$ cat config.mk
export PLATFORM = sky130hd
export DESIGN_NAME = stack_prog_loader
export DESIGN_NICKNAME = d
export VERILOG_FILES = /design/src/rtl/stack_prog_loader.sv
export SDC_FILE = /design/constraint.sdc
export NUM_CORES = 1
export LEC_CHECK = 0
export ABC_AREA = 1
export CORE_ASPECT_RATIO = 0.7
export CORE_UTILIZATION = 48
export DETAILED_ROUTE_END_ITERATION = 10
export HOLD_SLACK_MARGIN = 0.02
export PLACE_DENSITY = 0.71
export SYNTH_ARGS = -nofsm -noshare
export SYNTH_HDL_FRONTEND = slang
export SYNTH_SLANG_ARGS = --single-unit
$ cat constraint.sdc
create_clock -name clk -period 3.5 [get_ports clk]
set_input_delay 0.7 -clock clk [delete_from_list [all_inputs] [get_ports clk]]
set_output_delay 0.7 -clock clk [all_outputs]
set_load 0.02 [all_outputs]
$ cat src/rtl/stack_prog_loader.sv
// Framed byte-stream loader for the stack CPU instruction memory.
// Assembles MSB-first words, writes them from address 0, verifies an 8-bit sum checksum.
module stack_prog_loader #(
    parameter int unsigned DATA_WIDTH    = 16,
    parameter int unsigned ADDR_WIDTH    = 8,
    parameter bit          HOLD_AT_RESET = 1'b1
) (
    input  logic                  clk,
    input  logic                  rst,
    input  logic [7:0]            in_data,
    input  logic                  in_valid,
    output logic                  in_ready,
    output logic                  mem_we,
    output logic [ADDR_WIDTH-1:0] mem_addr,
    output logic [DATA_WIDTH-1:0] mem_wdata,
    output logic                  cpu_hold,
    output logic                  done,
    output logic                  error
);

    localparam int unsigned BPW       = DATA_WIDTH / 8;
    localparam int unsigned BCW       = (BPW > 1) ? $clog2(BPW) : 1;
    localparam int unsigned CW        = ADDR_WIDTH + 1;
    localparam int unsigned CNTW      = (CW > 9) ? CW : 9;
    localparam int unsigned MAX_WORDS = 1 << ADDR_WIDTH;
    localparam logic [7:0]  HEADER    = 8'hA5;

    localparam logic [2:0] S_IDLE  = 3'd0;
    localparam logic [2:0] S_COUNT = 3'd1;
    localparam logic [2:0] S_DATA  = 3'd2;
    localparam logic [2:0] S_CHECK = 3'd3;
    localparam logic [2:0] S_DONE  = 3'd4;
    localparam logic [2:0] S_ERR   = 3'd5;

    logic [2:0]            state,     state_nxt;
    logic [7:0]            count,     count_nxt;
    logic [CW-1:0]         word_cnt,  word_cnt_nxt;
    logic [BCW-1:0]        byte_cnt,  byte_cnt_nxt;
    logic [DATA_WIDTH-1:0] word_reg,  word_reg_nxt;
    logic [7:0]            acc,       acc_nxt;
    logic                  in_ready_nxt;
    logic                  mem_we_nxt;
    logic [ADDR_WIDTH-1:0] mem_addr_nxt;
    logic [DATA_WIDTH-1:0] mem_wdata_nxt;
    logic                  cpu_hold_nxt;
    logic                  done_nxt;
    logic                  error_nxt;

    logic                  accept;
    logic [DATA_WIDTH-1:0] word_shift;

    assign accept     = in_valid && in_ready;
    assign word_shift = (word_reg << 8) | DATA_WIDTH'(in_data);

    // State register and registered outputs
    always_ff @(posedge clk) begin
        if (!rst) begin
            state     <= S_IDLE;
            count     <= '0;
            word_cnt  <= '0;
            byte_cnt  <= '0;
            word_reg  <= '0;
            acc       <= '0;
            in_ready  <= 1'b0;
            mem_we    <= 1'b0;
            mem_addr  <= '0;
            mem_wdata <= '0;
            cpu_hold  <= HOLD_AT_RESET;
            done      <= 1'b0;
            error     <= 1'b0;
        end else begin
            state     <= state_nxt;
            count     <= count_nxt;
            word_cnt  <= word_cnt_nxt;
            byte_cnt  <= byte_cnt_nxt;
            word_reg  <= word_reg_nxt;
            acc       <= acc_nxt;
            in_ready  <= in_ready_nxt;
            mem_we    <= mem_we_nxt;
            mem_addr  <= mem_addr_nxt;
            mem_wdata <= mem_wdata_nxt;
            cpu_hold  <= cpu_hold_nxt;
            done      <= done_nxt;
            error     <= error_nxt;
        end
    end

    // Next-state and next-output logic
    always_comb begin
        state_nxt     = state;
        count_nxt     = count;
        word_cnt_nxt  = word_cnt;
        byte_cnt_nxt  = byte_cnt;
        word_reg_nxt  = word_reg;
        acc_nxt       = acc;
        in_ready_nxt  = 1'b1;
        mem_we_nxt    = 1'b0;
        mem_addr_nxt  = mem_addr;
        mem_wdata_nxt = mem_wdata;

        if (accept) begin
            case (state)
                S_IDLE, S_DONE, S_ERR: begin
                    if (in_data == HEADER) begin
                        state_nxt = S_COUNT;
                    end
                end
                S_COUNT: begin
                    count_nxt    = in_data;
                    word_cnt_nxt = '0;
                    byte_cnt_nxt = '0;
                    acc_nxt      = '0;
                    if (32'(in_data) > MAX_WORDS) begin
                        state_nxt = S_ERR;
                    end else if (in_data == 8'h00) begin
                        state_nxt = S_CHECK;
                    end else begin
                        state_nxt = S_DATA;
                    end
                end
                S_DATA: begin
                    word_reg_nxt = word_shift;
                    acc_nxt      = acc + in_data;
                    if (byte_cnt == BCW'(BPW - 1)) begin
                        byte_cnt_nxt  = '0;
                        mem_we_nxt    = 1'b1;
                        mem_addr_nxt  = word_cnt[ADDR_WIDTH-1:0];
                        mem_wdata_nxt = word_shift;
                        word_cnt_nxt  = word_cnt + CW'(1);
                        if (CNTW'(word_cnt) + CNTW'(1) == CNTW'(count)) begin
                            state_nxt = S_CHECK;
                        end
                    end else begin
                        byte_cnt_nxt = byte_cnt + BCW'(1);
                    end
                end
                S_CHECK: begin
                    state_nxt = (in_data == acc) ? S_DONE : S_ERR;
                end
                default: state_nxt = S_IDLE;
            endcase
        end

        // Status flags follow the state being entered so they land with it
        done_nxt     = (state_nxt == S_DONE);
        error_nxt    = (state_nxt == S_ERR);
        cpu_hold_nxt = (state_nxt == S_IDLE) ? HOLD_AT_RESET : (state_nxt != S_DONE);
    end

endmodule

==> results.yml <==
sta:
  fin_crit_ns: 2.61
  fmax_mhz: 382
  tns_ns: 0
  rsz0062_at_grt: "false"
  finalHoldViolations: 0
  finalSetupViolCount: 0
  period_share_pct: 74.7
  slew_violations: 0
  fin_skew_ns: 0.00767
  worst_pin_slew_ns: 0.476
  hold_slack_ns: 0.444
  max-slew-margin-rel_pct: 68.2
clocking:
  cts_sinks: 66
  clk_path_buf_depth: 2
  post_cts_buffers: 0
  post_cts_resized: 0
  cts_tree: "done"
  root_buffer: "clkbuf_8"
  clock_latency_ns: 0.34
  cts_hold_buf: 0
  cts_htree_levels: 3
  path_clk_slew_ns: 0.07
  cts_buffers: 9
global_routing:
  antenna_found_initial: 0
  grt_util_all_layers_pct: 23.8
  grt_pass1_wl_um: 12200
  grt_pass1_vias: 2502
  grt_max_degree: 45
  grt_overflow: 0
cells_and_area:
  utilization_pct: 61.5
  diodes: 0
  reg_top3: "mem_wdata: 16 flops, word_cnt: 9 flops"
  fin_area_sq_um: 3630
  syn_to_final_growth_pct: 20.0
  nNetsFinal: 476
  drive_gt1_share_pct: 7.38
  largest_register_ff_count: 16
  top_register: "mem_wdata"
  num-fill-cells: 551
setup_path:
  reg2reg_depth: 8
  cp_slowest_cell: "clkdlybuf4s50_1"
  rrSetupSlack_ns: 1.34
  crit_chain: "clkdlybuf4s50_1 -> nand2_1 -> inv_1 -> nand2_4 -> nor2_4 -> inv_2 -> nor2_4 -> inv_2 -> o21ai_0"
  crit_type: "primary input to flop"
  worst-path-buf-inv: 4
  required_ns: 3.77
  critPathMaxFanout: 26
  cp.arrival_ns: 2.88
  cp_top_family: "buffers and inverters"
  r2r-end: "mem_wdata[14]$_SDFFE_PN0P_"
  r2r_start: "state[1]$_SDFF_PN0_"
  cp-end-kind: "flop"
  cp-start-kind: "primary input"
  cpPeakStageDelay_ns: 0.45
run:
  drv_cap: 0
drt:
  totalWireLength_um: 7260
  drc: 0
  vias: 2781
  postRouteAntennaNets: 0
  drtIter0Drc: 233
  wl_per_cell_um: 13.6
  first_pass_iters: 5
  viasPerCell: 5.19
run_status:
  outcome: "complete, no violations"
synth:
  synth_warnings: 0
  ys_seq_area_share_pct: 43.7
  synthesis.nets: 439
  syn_area_sq_um: 3030
  syn_inst: 419
  syn_area_per_cell_sq_um: 7.22
  synth_seq_cells: 66
  synth_cell_types: 30
power:
  power.share.clock_pct: 42.7
  p_int_w: 0.00110
  power_frac_seq_pct: 53.2
  power_density_nw_per_um2: 389
  swShare_pct: 22.2
  netSwitchingPower_w: 0.000314
  power.total_w: 0.00141
  comb_power_share_pct: 4.1
  leakage_nw: 1.49
  peakVddDrop_uv: 232
worst_hold_path:
  hp-class: "flop to flop"
  hp-start: "word_reg[0]$_SDFFE_PN0P_"
  hold_depth: 2
  whs_endpoint: "mem_wdata[8]$_SDFFE_PN0P_"
floorplan:
  dieArea_sq_um: 6630
  core_region_area_sq_um: 5900
  die_width_um: 96.9
  die_h_um: 68.4
  io_pins: 40
  start_util_pct: 51.3
  rows: 23
place:
  dpl-instance-area_sq_um: 3450
  dpl.hpwl_um: 5200
  gp_congestion: 0.923
  io_buffer_count: 39
[synthesized netlist by cell type]
master | number | share of area [%]
nand2_2 | 3 | 0.62
buf_6 | 1 | 0.37
nand3_1 | 53 | 8.8
nand3b_1 | 1 | 0.25
nor3_1 | 5 | 0.83
o21ai_0 | 21 | 3.5
nor2_1 | 25 | 3.1
ha_1 | 8 | 3.3
fa_1 | 1 | 0.66
nor2_4 | 5 | 1.9
o21ai_1 | 12 | 2.0
inv_1 | 33 | 4.1
nand3_2 | 1 | 0.33
dfxtp_1 | 66 | 44
clkbuf_1 | 7 | 0.87
nand4_1 | 1 | 0.21
or2_4 | 1 | 0.29
nand2_4 | 1 | 0.37
a21oi_1 | 40 | 6.6
buf_1 | 3 | 0.37
nand2_1 | 112 | 14
nor4_1 | 2 | 0.41
nor3_4 | 1 | 0.54
xnor2_1 | 2 | 0.58
buf_2 | 2 | 0.33
nor2_2 | 1 | 0.21
inv_2 | 6 | 0.74
xor2_1 | 2 | 0.58
buf_4 | 2 | 0.50
inv_4 | 1 | 0.21
[routing by layer]
layer | track usage, % | up-vias | part of all wire (%)
li1 | - | 1438 | -
met1 | 34.3 | 1242 | 53
met2 | 34.6 | 95 | 39
met3 | 6.64 | 6 | 7.1
met4 | 6.90 | 0 | 0.58
met5 | 0 | - | 0
[worst reg2reg max path, delay by kind of cell, from the launching register on]
family	cells	cell delay, ns
DFF	1	0.39
AOI/OAI and AO/OA	1	0.17
and+or+nand+nor	4	0.98
buffers and inverters	3	0.55
[per-stage QoR]
step | setup WS (ns) | std cells
3_3_place_gp | 0.607 | 520
2_1_floorplan | 1.47 | 419
4_1_cts | 0.900 | 536
3_5_place_dp | 0.546 | 520
6_report | 0.885 | 536
5_1_grt | 0.676 | 536
[cell families after synthesis]
group	count (synthesis)	share of synthesized area [%]
adder cells (fa/ha/maj)	9	3.97
buffers and inverters	55	7.48
flip-flops	66	43.7
XOR/XNOR	4	1.16
AO/OA/AOI/OAI	73	12.1
AND/OR/NAND/NOR	212	31.7
[cell type report]
cell class / instances / area, sq um / area share, %
inverters: 40 / 153 / 4.20
clock buffers: 13 / 139 / 3.82
flip-flops and latches: 66 / 1320 / 36.4
clock inverters: 3 / 40.0 / 1.10
repair buffers: 41 / 405 / 11.2
multi-input cells: 298 / 1480 / 40.7
well taps: 75 / 93.8 / 2.58
[worst max-delay path by stage]
stage	from	end	slack, ns	cells past startpoint
floorplan	in_data[0]	acc[6]$_SDFFE_PN0P_	1.47	11
finish	in_valid	mem_wdata[14]$_SDFFE_PN0P_	0.89	9
global route	in_valid	mem_wdata[2]$_SDFFE_PN0P_	0.68	9
detailed placement	in_valid	mem_wdata[14]$_SDFFE_PN0P_	0.55	9
CTS	in_valid	mem_wdata[14]$_SDFFE_PN0P_	0.90	9
global placement	in_valid	mem_wdata[14]$_SDFFE_PN0P_	0.61	9
[power by group through the flow]
stage | Sequential, W | Combinational, W | Clock, W
final | 0.000752 | 0.0000583 | 0.000604
after global routing | 0.000751 | 0.0000640 | 0.000645
after CTS | 0.000752 | 0.0000578 | 0.000617
after detailed placement | 0.000769 | 0.0000577 | 0
after global placement | 0.000769 | 0.0000572 | 0
after floorplan | 0.000770 | 0.0000279 | 0
[cell usage in the layout (no fill, tap or decap)]
cell type          n
a21oi_1           40
buf_4              2
bufinv_16          1
clkbuf_1           4
clkbuf_8           9
clkdlybuf4s50_1   39
clkinv_2           2
dfxtp_1           66
fa_1               1
ha_1               8
inv_1             33
inv_2              6
inv_4              1
nand2_1          112
nand2_2            3
nand2_4            1
nand3_1           53
nand3_2            1
nand3b_1           1
nand4_1            1
nor2_1            25
nor2_2             1
nor2_4             5
nor3_1             5
nor3_4             1
nor4_1             2
o21ai_0           21
o21ai_1           12
or2_4              1
xnor2_1            2
xor2_1             2
No activity file was read; power rests on OpenSTA's default activity.
